==> config.mk <==
export PLATFORM = sky130hd
export DESIGN_NAME = uart_rx_buffered
export DESIGN_NICKNAME = d
export VERILOG_FILES = /design/src/rtl/uart_rx_buffered_pkg.sv /design/src/rtl/uart_rx_buffered_byte_fifo.sv /design/src/rtl/uart_rx_buffered.sv
export SDC_FILE = /design/constraint.sdc
export NUM_CORES = 1
export LEC_CHECK = 0
export CAP_MARGIN = 30
export CORE_MARGIN = 2
export CORE_UTILIZATION = 40
export DETAILED_ROUTE_END_ITERATION = 16
export GPL_ROUTABILITY_DRIVEN = 0
export SETUP_SLACK_MARGIN = 0.2
export SYNTH_ARGS = -nofsm -noshare
export SYNTH_HDL_FRONTEND = slang
export SYNTH_SLANG_ARGS = --single-unit
==> constraint.sdc <==
create_clock -name clock -period 6.3 [get_ports clock]
set_clock_uncertainty 0.05 [all_clocks]
set_input_delay 0.945 -clock clock [delete_from_list [all_inputs] [get_ports clock]]
set_output_delay 0.945 -clock clock [all_outputs]
set_load 0.01 [all_outputs]
==> src/rtl/uart_rx_buffered_pkg.sv <==
// Shared types and constants for the UART receive front end.
package uart_pkg;

  typedef enum logic [2:0] {
    IDLE,
    START,
    DATA,
    STOP,
    BREAK
  } rx_state_t;

  localparam int UART_CLKS_PER_BIT_25MHZ = 50;
  localparam int UART_CLKS_PER_BIT_50MHZ = 100;

endpackage

==> src/rtl/uart_rx_buffered_byte_fifo.sv <==
// Small byte FIFO with extra-bit pointers and a sticky overflow flag.
// A push into a full FIFO succeeds only when a pop happens in the same cycle.
module byte_fifo
  import uart_pkg::*;
#(
  parameter int DEPTH = 4
) (
  input  logic       clock,
  input  logic       reset_n,
  input  logic       push,
  input  logic [7:0] push_data,
  input  logic       pop,
  input  logic       overflow_clear,
  output logic       full,
  output logic       empty,
  output logic [7:0] head,
  output logic       overflow
);

  localparam int AW = $clog2(DEPTH);

  logic [AW:0] wptr;
  logic [AW:0] rptr;
  logic [7:0]  mem [DEPTH];
  logic        do_push;
  logic        do_pop;
  logic        ovf_set;

  assign empty = (wptr == rptr);
  assign full  = (wptr[AW] != rptr[AW]) && (wptr[AW-1:0] == rptr[AW-1:0]);

  // A pop on an empty FIFO is ignored; a full FIFO accepts a push only
  // when the head leaves in the same cycle.
  assign do_pop  = pop && !empty;
  assign do_push = push && (!full || do_pop);
  assign ovf_set = push && full && !do_pop;

  assign head = empty ? 8'h00 : mem[rptr[AW-1:0]];

  // Pointer and sticky overflow state.
  always_ff @(posedge clock or negedge reset_n) begin
    if (!reset_n) begin
      wptr     <= '0;
      rptr     <= '0;
      overflow <= 1'b0;
    end else begin
      if (do_push) wptr <= wptr + 1'b1;
      if (do_pop)  rptr <= rptr + 1'b1;
      if (ovf_set)             overflow <= 1'b1;
      else if (overflow_clear) overflow <= 1'b0;
    end
  end

  // Storage array; contents are don't-care until written.
  always_ff @(posedge clock) begin
    if (do_push) mem[wptr[AW-1:0]] <= push_data;
  end

endmodule

==> src/rtl/uart_rx_buffered.sv <==
// 8N1 UART receiver with input synchroniser, mid-bit sampling, stop-bit
// check and a byte FIFO drained through a valid/pop handshake.
module uart_rx_buffered
  import uart_pkg::*;
#(
  parameter int CLKS_PER_BIT = UART_CLKS_PER_BIT_25MHZ,
  parameter int FIFO_DEPTH   = 4
) (
  input  logic       clock,
  input  logic       reset_n,
  input  logic       uart_rx_pin,
  output logic       rx_valid,
  output logic [7:0] rx_byte,
  input  logic       rx_pop,
  output logic       framing_error,
  output logic       overflow,
  input  logic       overflow_clear
);

  localparam int CW = $clog2(CLKS_PER_BIT);
  localparam logic [CW-1:0] CNT_HALF = CW'(CLKS_PER_BIT / 2 - 1);
  localparam logic [CW-1:0] CNT_LAST = CW'(CLKS_PER_BIT - 1);

  logic            rx_sync_p0;
  logic            rx_sync_p1;
  logic            rxs;
  rx_state_t       state;
  logic [CW-1:0]   clk_cnt;
  logic [2:0]      bit_idx;
  logic [7:0]      shift_q;
  logic            byte_push;
  logic            fifo_full;
  logic            fifo_empty;

  // Two-flop synchroniser; idles high so reset looks like a quiet line.
  always_ff @(posedge clock or negedge reset_n) begin
    if (!reset_n) begin
      rx_sync_p0 <= 1'b1;
      rx_sync_p1 <= 1'b1;
    end else begin
      rx_sync_p0 <= uart_rx_pin;
      rx_sync_p1 <= rx_sync_p0;
    end
  end

  assign rxs = rx_sync_p1;

  // Frame decoder: half-bit into the start bit, then whole bits to land
  // mid-bit on each data bit and on the stop bit.
  always_ff @(posedge clock or negedge reset_n) begin
    if (!reset_n) begin
      state         <= IDLE;
      clk_cnt       <= '0;
      bit_idx       <= '0;
      framing_error <= 1'b0;
    end else begin
      framing_error <= 1'b0;
      case (state)
        IDLE: begin
          if (!rxs) begin
            state   <= START;
            clk_cnt <= '0;
          end
        end
        START: begin
          if (clk_cnt == CNT_HALF) begin
            clk_cnt <= '0;
            bit_idx <= '0;
            state   <= rxs ? IDLE : DATA;
          end else begin
            clk_cnt <= clk_cnt + 1'b1;
          end
        end
        DATA: begin
          if (clk_cnt == CNT_LAST) begin
            clk_cnt <= '0;
            if (bit_idx == 3'd7) state <= STOP;
            else                 bit_idx <= bit_idx + 1'b1;
          end else begin
            clk_cnt <= clk_cnt + 1'b1;
          end
        end
        STOP: begin
          if (clk_cnt == CNT_LAST) begin
            clk_cnt <= '0;
            if (rxs) begin
              state <= IDLE;
            end else begin
              framing_error <= 1'b1;
              state         <= BREAK;
            end
          end else begin
            clk_cnt <= clk_cnt + 1'b1;
          end
        end
        BREAK: begin
          if (rxs) state <= IDLE;
        end
        default: state <= IDLE;
      endcase
    end
  end

  // Data bits land LSB first at the mid-bit sample point.
  always_ff @(posedge clock) begin
    if (state == DATA && clk_cnt == CNT_LAST) shift_q[bit_idx] <= rxs;
  end

  // A good stop bit hands the byte to the FIFO in the sample cycle itself,
  // so the FSM is back in IDLE mid stop bit and catches back-to-back frames.
  assign byte_push = (state == STOP) && (clk_cnt == CNT_LAST) && rxs;

  byte_fifo #(
    .DEPTH(FIFO_DEPTH)
  ) u_fifo (
    .clock          (clock),
    .reset_n        (reset_n),
    .push           (byte_push),
    .push_data      (shift_q),
    .pop            (rx_pop),
    .overflow_clear (overflow_clear),
    .full           (fifo_full),
    .empty          (fifo_empty),
    .head           (rx_byte),
    .overflow       (overflow)
  );

  assign rx_valid = !fifo_empty;

  // The pointer compare can never report full and empty together.
  assert property (@(posedge clock) disable iff (!reset_n) !(fifo_full && fifo_empty));

endmodule

==> results_tabular.tex, run 1 <==
\begin{tabular}{lr}
\hline
Metric & Value \\
\hline
\multicolumn{2}{l}{\textbf{Power}} \\
\quad Internal portion of total power & around 0.84 mW \\
\quad Combinational group share of total power & 0.216 \\
\quad Cell leakage power & 1.232 nW \\
\quad Clk network pwr share & 0.345 \\
\quad Pwr/cell area & about 350 nW/um2 \\
\quad Proportion of power drawn by flip-flops and latches & 0.439 \\
\quad Sw Share & 0.2701 \\
\quad Sw Pwr & slightly above 0.3 mW \\
\quad Maximum vdd drop & about 0.12 mV \\
\multicolumn{2}{l}{\textbf{Placed design}} \\
\quad Half-perimeter wire length after detailed placement & between 3000 and 4000 um \\
\quad I/O Buffers & 15 \\
\multicolumn{2}{l}{\textbf{Clocking}} \\
\quad Number of levels the H-tree was split into & 3 \\
\quad Worst-Skew Late Latency & 0.33 ns \\
\quad Post-CTS Setup Inserts & 0 \\
\quad CTS tree & built \\
\quad CTS sink cnt & a little over 60 \\
\quad Post\_cts resized & 0 \\
\quad Bufs on Longest Clock Path & 2 \\
\quad Clock buffer count from CTS & 9 \\
\quad Clk Tree Root Cell & sky130\_fd\_sc\_hd\_\_clkbuf\_8 \\
\quad Clock transition at path regs & approximately 0.070 ns \\
\quad CTS Hold Bufs & 0 \\
\multicolumn{2}{l}{\textbf{Floorplanning}} \\
\quad Chip Height & just under 90 um \\
\quad Area of the placeable core & 6756 um2 \\
\quad Num ports & 16 \\
\quad Std cell rows & 30 \\
\quad Initial Utilization & 0.4133 \\
\quad Die W & slightly below 90 um \\
\quad Die Area & $\sim$7700 um2 \\
\multicolumn{2}{l}{\textbf{Critical path}} \\
\quad Number of buffers and inverters on the critical path & 1 \\
\quad Critical Path End Type & output pin \\
\quad Critical path fanouts, max & 11 \\
\quad Crit Path Class & flip-flop to output pin \\
\quad Largest delay share family, worst path & flip-flops \\
\quad Critical Path Max Stage Delay & about 0.76 ns \\
\quad Critical Path AT & between 2 and 2.5 ns \\
\quad CP Data Required Time & between 5 and 6 ns \\
\quad Slowest stage cell on the critical path & sky130\_fd\_sc\_hd\_\_dfrtp\_1 \\
\quad Crit path launch type & flip-flop \\
\quad Cell-by-cell listing of the critical path & xnor2\_1 -> nand3b\_1 -> and2\_1 -> clkdlybuf4s50\_1 \\
\multicolumn{2}{l}{\textbf{Final layout}} \\
\quad Fraction of layout instances using a drive strength above 1 & 0.1622 \\
\quad Net total in the final layout & around 230 \\
\quad Synth-to-layout area growth & 16.94\% \\
\quad Fillers & 590 \\
\quad Diodes inserted & 0 \\
\quad Share of the core filled with cells in the final layout & 0.4833 \\
\multicolumn{2}{l}{\textbf{Drt}} \\
\quad Top Layer Used & met4 \\
\quad Per-cell routed wire length & approximately 15 um \\
\quad Final wirelength & 4553 um \\
\quad WL met2 & around 2200 um \\
\quad Number of nets with antenna violations after routing & 0 \\
\quad Count of vias placed by the detailed router & between 1500 and 2000 \\
\quad WL met3 & around 160 um \\
\quad Post-detailed-route via-to-cell ratio & 5.262 \\
\quad Number of detailed-routing iterations run before antenna repair & 4 \\
\quad DRC violations left & 0 \\
\quad Sum of routed wire segments on met1 & between 2000 and 2500 um \\
\quad Starting DRC count in detailed routing & 79 \\
\multicolumn{2}{l}{\textbf{GRT}} \\
\quad Pin count of the biggest net entering global routing & 19 \\
\quad Initial antenna violation count & 0 \\
\quad Residual overflow from global routing & 0 \\
\quad Number of global-route vias before repair & about 1600 \\
\quad Wire length of the first global-routing pass & about 7700 um \\
\quad Overall Global Routing Usage & 0.1363 \\
\multicolumn{2}{l}{\textbf{Synthesis}} \\
\quad Number of flops mapped to enable cells by yosys & 40 \\
\quad Share of async-settable or async-resettable flops after synthesis & 0.3548 \\
\quad Yosys warns & 0 \\
\quad Most common flop cell mapped by yosys & sky130\_fd\_sc\_hd\_\_edfxtp\_1 \\
\quad Mean area per synthesized cell & approximately 14 um2 \\
\quad Syn Nets & between 200 and 250 \\
\quad Post-Syn Area & between 2000 and 3000 um2 \\
\quad Cell taking the most area after synthesis & sky130\_fd\_sc\_hd\_\_edfxtp\_1 \\
\quad Gate count after technology mapping & $\sim$200 \\
\quad Top cell type's share of synthesized area & 0.4301 \\
\quad Sequential fraction of the synthesis area & 0.6281 \\
\quad Synth area leaders & sky130\_fd\_sc\_hd\_\_edfxtp\_1 (43\%), sky130\_fd\_sc\_hd\_\_dfrtp\_1 (18\%), sky130\_fd\_sc\_hd\_\_mux4\_2 (6.5\%) \\
\quad Netlist cell types & 42 \\
\quad Seq cells post-synth & 62 \\
\multicolumn{2}{l}{\textbf{STA}} \\
\quad Max-slew violation total from the final report & 0 \\
\quad Final clock period utilization by the worst path & 0.5273 \\
\quad Remaining max-slew budget at the tightest pin & 0.5718 \\
\quad Measured slew at the worst slew-check pin & roughly 0.64 ns \\
\quad Setup\_tns & 0 ns \\
\quad Highest clock frequency the design can meet & about 300 MHz \\
\quad Setup violations, final & 0 \\
\quad Final number of hold-violating endpoints & 0 \\
\quad Unrepaired setup endpoints after global routing & false \\
\quad Post-route minimum period & around 3.3 ns \\
\multicolumn{2}{l}{\textbf{Flow run}} \\
\quad Max-capacitance violation count & 0 \\
\multicolumn{2}{l}{\textbf{Worst hold path}} \\
\quad Class of the tightest hold or removal check & flip-flop to flip-flop \\
\multicolumn{2}{l}{\textbf{Run status}} \\
\quad Outcome & complete, no violations \\
\hline
\end{tabular}
## cell families after synthesis
| family | count (synthesis) | synth area share |
|---|---|---|
| AOI/OAI and AO/OA | 25 | 0.06138 |
| xor gates and xnor gates | 7 | 0.02464 |
| adders and majority gates | 10 | 0.04480 |
| buffers and inverters | 20 | 0.02957 |
| DFF | 62 | 0.6281 |
| muxes | 13 | 0.08512 |
| and+or+nand+nor | 60 | 0.1263 |
## metrics by stage
stage	cell area [um2]	setup WS, ns	power, mW	std cells	hold slack (ns)
after global routing	3266	2.713	1.215	302	0.3118
after detailed placement	3037	3.254	0.7659	286	0.2990
after CTS	3266	2.879	1.166	302	0.3106
after floorplan	2793	4.044	0.6697	197	0.2952
after global placement	3009	3.317	0.7608	285	0.2960
final	3266	2.978	1.150	302	0.3094
## sequential cells by signal, indices dropped and copies added, names as in the netlist
| register | count |
|---|---|
| u_fifo.overflow | 1 |
| shift_q | 8 |
| rx_sync_p0 | 1 |
| framing_error | 1 |
| state | 3 |
| clk_cnt | 6 |
| bit_idx | 3 |
| rx_sync_p1 | 1 |
| u_fifo.rptr | 3 |
| u_fifo.mem | 32 |
| u_fifo.wptr | 3 |
## area by class of cell
class,count,area (um2),area share
tap,80,100.1,0.03065
clock inverter,7,105.1,0.03218
inverter,13,48.80,0.01494
multi-input combinational,115,955.9,0.2927
clock buffer,9,123.9,0.03793
sequential,62,1754,0.5372
timing repair buffer,16,177.7,0.05441
## placed cells by master (no fill, tap or decap), types with 4 or more instances in the layout
| cell type | instances |
|---|---|
| sky130_fd_sc_hd__edfxtp_1 | 40 |
| sky130_fd_sc_hd__and3_1 | 4 |
| sky130_fd_sc_hd__nand2_1 | 13 |
| sky130_fd_sc_hd__xnor2_1 | 5 |
| sky130_fd_sc_hd__o21ai_0 | 4 |
| sky130_fd_sc_hd__inv_1 | 13 |
| sky130_fd_sc_hd__clkbuf_8 | 9 |
| sky130_fd_sc_hd__ha_1 | 10 |
| sky130_fd_sc_hd__and2_1 | 12 |
| sky130_fd_sc_hd__mux4_2 | 8 |
| sky130_fd_sc_hd__nor3_1 | 8 |
| sky130_fd_sc_hd__nand3_1 | 5 |
| sky130_fd_sc_hd__a21oi_1 | 9 |
| sky130_fd_sc_hd__dfrtp_1 | 20 |
| sky130_fd_sc_hd__clkdlybuf4s50_1 | 15 |
| sky130_fd_sc_hd__nor2_1 | 7 |
## metal layers
metal | vias up | track usage
li1 | 770 | -
met1 | 782 | 0.1803
met2 | 27 | 0.2107
met3 | 10 | 0.03959
met4 | 0 | 0.05874
met5 | - | 0
## cell usage after synthesis, types with 2 or more instances
library cell               count
sky130_fd_sc_hd__edfxtp_1     40
sky130_fd_sc_hd__a311oi_1      2
sky130_fd_sc_hd__or4b_4        2
sky130_fd_sc_hd__xnor2_1       5
sky130_fd_sc_hd__mux2i_1       2
sky130_fd_sc_hd__ha_1         10
sky130_fd_sc_hd__nor3_1        8
sky130_fd_sc_hd__dfrtp_1      20
sky130_fd_sc_hd__o21ai_0       4
sky130_fd_sc_hd__buf_2         3
sky130_fd_sc_hd__and3_1        4
sky130_fd_sc_hd__o21a_1        2
sky130_fd_sc_hd__nor2_1        7
sky130_fd_sc_hd__nand3_1       5
sky130_fd_sc_hd__mux4_2        8
sky130_fd_sc_hd__a21oi_1       9
sky130_fd_sc_hd__clkbuf_1      3
sky130_fd_sc_hd__nand2_1      13
sky130_fd_sc_hd__nor3b_2       2
sky130_fd_sc_hd__inv_1        13
sky130_fd_sc_hd__dfstp_2       2
sky130_fd_sc_hd__and2_1       12
sky130_fd_sc_hd__o32ai_1       2
## final timing paths
kind                            slack (ns)                    endpoint  cells after the start                  startpoint
worst max-delay path                  2.98                  rx_byte[1]                      4  u_fifo.rptr[0]$_DFFE_PN0P_
worst min register to register        0.31        rx_sync_p1$_DFF_PN1_                      0        rx_sync_p0$_DFF_PN1_
worst max register to register        3.92  u_fifo.mem[0][4]$_DFFE_PP_                      6      clk_cnt[1]$_DFFE_PN0P_
worst min-delay path                  0.31        rx_sync_p1$_DFF_PN1_                      0        rx_sync_p0$_DFF_PN1_
min in group asynchronous             0.82      bit_idx[1]$_DFFE_PN0P_                      1                     reset_n
max in group asynchronous             4.98  u_fifo.rptr[1]$_DFFE_PN0P_                      2                     reset_n
## power by group through the flow
stage	Combinational, mW	Sequential [mW]	Clock, mW
after floorplan	0.194	0.476	0
after global placement	0.248	0.513	0
after detailed placement	0.252	0.514	0
after CTS	0.253	0.505	0.408
after global routing	0.276	0.511	0.428
final	0.249	0.505	0.397
## worst register-to-register path, stage by stage (launching register included)
cell and delay [ns]:
sky130_fd_sc_hd__dfrtp_1 0.41, sky130_fd_sc_hd__inv_1 0.11, sky130_fd_sc_hd__ha_1 0.14, sky130_fd_sc_hd__and4b_1 0.29, sky130_fd_sc_hd__nand4_2 0.20, sky130_fd_sc_hd__nor3b_2 0.37
sky130_fd_sc_hd__and2_1 0.46
Power figures use the tool's default switching activity.
==> run 2, diff against run 1 <==
clock period = 2.83 ns   (was 6.3 ns; I/O delays follow)
==> run 2 against run 1 <==
  * Via count increased by 0.31%
  * Register-to-register slack got worse by 3.4 ns
  * Flip-flop and latch count unchanged
  * First-iteration DRC count increased by 47%
  * Critical path type unchanged
  * Largest power group unchanged
==> results_tabular.tex, run 2 (synthesis results as in run 1) <==
\begin{tabular}{lr}
\hline
Metric & Value \\
\hline
\multicolumn{2}{l}{\textbf{Critical path}} \\
\quad CP Data Required Time & 2.36 ns (-2.94 ns) \\
\quad Critical path fanouts, max & 11 (unchanged) \\
\quad Critical Path Max Stage Delay & 0.51 ns (-0.25 ns) \\
\quad Critical Path AT & 2.01 ns (-0.32 ns) \\
\quad Crit path launch type & flip-flop \\
\quad Slowest stage cell on the critical path & sky130\_fd\_sc\_hd\_\_mux4\_2 \\
\quad Cell-by-cell listing of the critical path & buf\_6 -> mux4\_2 -> and2\_1 -> clkdlybuf4s50\_1 \\
\quad Critical Path End Type & output pin \\
\quad Crit Path Class & flip-flop to output pin \\
\multicolumn{2}{l}{\textbf{Placed design}} \\
\quad Half-perimeter wire length after detailed placement & 3222 um (+2.0\%) \\
\quad Area of placed instances & 3047 um2 (+0.33\%) \\
\quad DP Cell Count & 290 (+1.4\%) \\
\quad I/O Buffers & 15 (unchanged) \\
\multicolumn{2}{l}{\textbf{Final layout}} \\
\quad Commonest non-fill, non-tap cell in the layout & sky130\_fd\_sc\_hd\_\_edfxtp\_1 \\
\quad Number of flip-flops under the largest register name & 32 (unchanged) \\
\quad Highest-count cells in the layout ignoring fill and taps & sky130\_fd\_sc\_hd\_\_edfxtp\_1 (40), sky130\_fd\_sc\_hd\_\_dfrtp\_1 (20), sky130\_fd\_sc\_hd\_\_clkdlybuf4s50\_1 (15), sky130\_fd\_sc\_hd\_\_inv\_1 (13), sky130\_fd\_sc\_hd\_\_nand2\_1 (13) \\
\quad Area of the multi-input gates & 955.9 um2 (unchanged) \\
\quad Diodes inserted & 0 (unchanged) \\
\quad Seq. cell area & 1754 um2 (unchanged) \\
\quad Synth-to-layout area growth & 16.80\% \\
\quad Net total in the final layout & 238 (+2.6\%) \\
\quad Fraction of layout instances using a drive strength above 1 & 0.1798 (+0.01766) \\
\quad Cell area after layout & 3262 um2 (-0.11\%) \\
\quad Fillers & 586 (-0.68\%) \\
\quad Final Non-Filler Cells & 308 (+2.0\%) \\
\multicolumn{2}{l}{\textbf{Power}} \\
\quad Cell leakage power & 1.239 nW (+0.58\%) \\
\quad Internal portion of total power & 1.809 mW (+120\%) \\
\quad Pwr/cell area & 766.5 nW/um2 (+120\%) \\
\quad Maximum vdd drop & 0.2692 mV (+120\%) \\
\quad Proportion of power drawn by flip-flops and latches & 0.428 (-0.011) \\
\quad Sw Share & 0.2767 (+0.006563) \\
\quad Combinational group share of total power & 0.266 (+0.050) \\
\quad Sw Pwr & 0.6919 mW (+120\%) \\
\quad Clk network pwr share & 0.306 (-0.039) \\
\multicolumn{2}{l}{\textbf{Drt}} \\
\quad Post-detailed-route via-to-cell ratio & 5.175 (-1.6\%) \\
\quad DRC violations left & 0 (unchanged) \\
\quad Final wirelength & 4690 um (+3.0\%) \\
\quad Per-cell routed wire length & 15.23 um (+1.0\%) \\
\quad Number of nets with antenna violations after routing & 0 (unchanged) \\
\quad Starting DRC count in detailed routing & 116 (+47\%) \\
\quad Number of detailed-routing iterations run before antenna repair & 4 (unchanged) \\
\quad Count of vias placed by the detailed router & 1594 (+0.31\%) \\
\multicolumn{2}{l}{\textbf{STA}} \\
\quad Measured slew at the worst slew-check pin & 0.4408 ns (-0.2015 ns) \\
\quad Worst-case hold slack & 0.3074 ns (-0.002012 ns) \\
\quad Max-slew violation total from the final report & 0 (unchanged) \\
\quad Setup\_tns & 0 ns (unchanged) \\
\quad Final clock period utilization by the worst path & 0.8789 \\
\quad Setup violations, final & 0 (unchanged) \\
\quad Highest clock frequency the design can meet & 402.1 MHz \\
\quad Post-route minimum period & $\sim$2.5 ns \\
\quad Remaining max-slew budget at the tightest pin & 0.7061 (+0.1343) \\
\quad Unrepaired setup endpoints after global routing & false \\
\quad Final number of hold-violating endpoints & 0 (unchanged) \\
\multicolumn{2}{l}{\textbf{GRT}} \\
\quad Pin count of the biggest net entering global routing & 23 (+4) \\
\quad Residual overflow from global routing & 0 (unchanged) \\
\quad Number of global-route vias before repair & 1637 (+4.3\%) \\
\quad Initial antenna violation count & 0 (unchanged) \\
\quad Wire length of the first global-routing pass & 8024 um (+3.8\%) \\
\quad Overall Global Routing Usage & 0.1413 (+0.005004) \\
\multicolumn{2}{l}{\textbf{Clocking}} \\
\quad Clock transition at path regs & 0.07 ns (about the same) \\
\quad Clock buffer count from CTS & 9 (unchanged) \\
\quad CTS sink cnt & 62 (unchanged) \\
\quad Bufs on Longest Clock Path & 2 (unchanged) \\
\quad Clk Tree Root Cell & sky130\_fd\_sc\_hd\_\_clkbuf\_8 \\
\quad Worst-Skew Late Latency & 0.33 ns (about the same) \\
\quad CTS tree & built \\
\quad Number of levels the H-tree was split into & 3 (unchanged) \\
\multicolumn{2}{l}{\textbf{Floorplanning}} \\
\quad Initial Utilization & 0.4133 (unchanged) \\
\quad Num ports & 16 (unchanged) \\
\quad Die W & 87.56 um (unchanged) \\
\quad Die Area & 7666 um2 (unchanged) \\
\quad Chip Height & 87.56 um (unchanged) \\
\quad Area of the placeable core & 6756 um2 (unchanged) \\
\quad Std cell rows & 30 (unchanged) \\
\multicolumn{2}{l}{\textbf{Run status}} \\
\quad Outcome & complete, no violations \\
\multicolumn{2}{l}{\textbf{Flow run}} \\
\quad Max-capacitance violation count & 0 (unchanged) \\
\multicolumn{2}{l}{\textbf{Worst hold path}} \\
\quad Class of the tightest hold or removal check & flip-flop to flip-flop \\
\hline
\end{tabular}
-- run 2: cell count changes in the layout (fill, tap and decap cells not counted), sizes merged --
cell,previous run,this run
buf,1,7
clkinv,1,3
bufinv,2,1
inv,16,15
-- run 2: worst max-delay path: cells and delay by family, from the launching register on --
kind	cells	cell delay [ns]
buf+inv	2	0.66
mux	1	0.51
flops	1	0.34
simple gates	1	0.17
-- run 2: area by class of cell --
| cell class | count | area share |
|---|---|---|
| Sequential cell | 62 | 0.5378 |
| Multi-Input combinational cell | 115 | 0.2931 |
| Timing Repair Buffer | 22 | 0.06329 |
| Clock buffer | 9 | 0.03797 |
| Tap cell | 80 | 0.03069 |
| Clock inverter | 7 | 0.02225 |
| Inverter | 13 | 0.01496 |
-- run 2: repair_timing --
item	CTS	global route
resized for setup	0	1
endpoints found under the hold margin	0	0
hold buffers	0	0
endpoints found under the setup margin	8	3
buffers inserted	2	0
pin swaps	1	0
-- run 2: per-layer routing --
metal | track usage | wire length [um]
met4 | 0.05874 | 44
met5 | 0 | 0
met1 | 0.1778 | 2192
met2 | 0.2287 | 2292
met3 | 0.04241 | 161
-- run 2: final timing paths --
| path | startpoint | to | slack [ns] | cells past startpoint |
|---|---|---|---|---|
| worst min-delay path | rx_sync_p0$_DFF_PN1_ | rx_sync_p1$_DFF_PN1_ | 0.31 | 0 |
| max in group asynchronous | reset_n | rx_sync_p1$_DFF_PN1_ | 2.06 | 2 |
| worst max register to register | clk_cnt[1]$_DFFE_PN0P_ | u_fifo.mem[3][1]$_DFFE_PP_ | 0.48 | 6 |
| worst min register to register | rx_sync_p0$_DFF_PN1_ | rx_sync_p1$_DFF_PN1_ | 0.31 | 0 |
| min in group asynchronous | reset_n | state[0]$_DFFE_PN0P_ | 0.39 | 2 |
| worst max-delay path | u_fifo.rptr[0]$_DFFE_PN0P_ | rx_byte[1] | 0.34 | 4 |
-- run 2: power groups by stage --
stage               logic [mW]  clock network [mW]  registers (mW)
floorplan                0.432                   0            1.06
global placement         0.649                   0            1.09
detailed placement       0.653                   0            1.09
CTS                      0.673               0.787            1.07
global route             0.739               0.831            1.08
finish                   0.664               0.765            1.07
-- run 2: per-stage QoR --
| stage | setup slack, ns | total power [mW] | util |
|---|---|---|---|
| floorplan | 0.7329 | 1.491 | - |
| detailed placement | 0.4281 | 1.740 | 0.4509 |
| global route | 0.2328 | 2.647 | 0.4828 |
| CTS | 0.2693 | 2.527 | 0.4822 |
| global placement | 0.5054 | 1.737 | 0.4509 |
| finish | 0.3428 | 2.500 | 0.4828 |
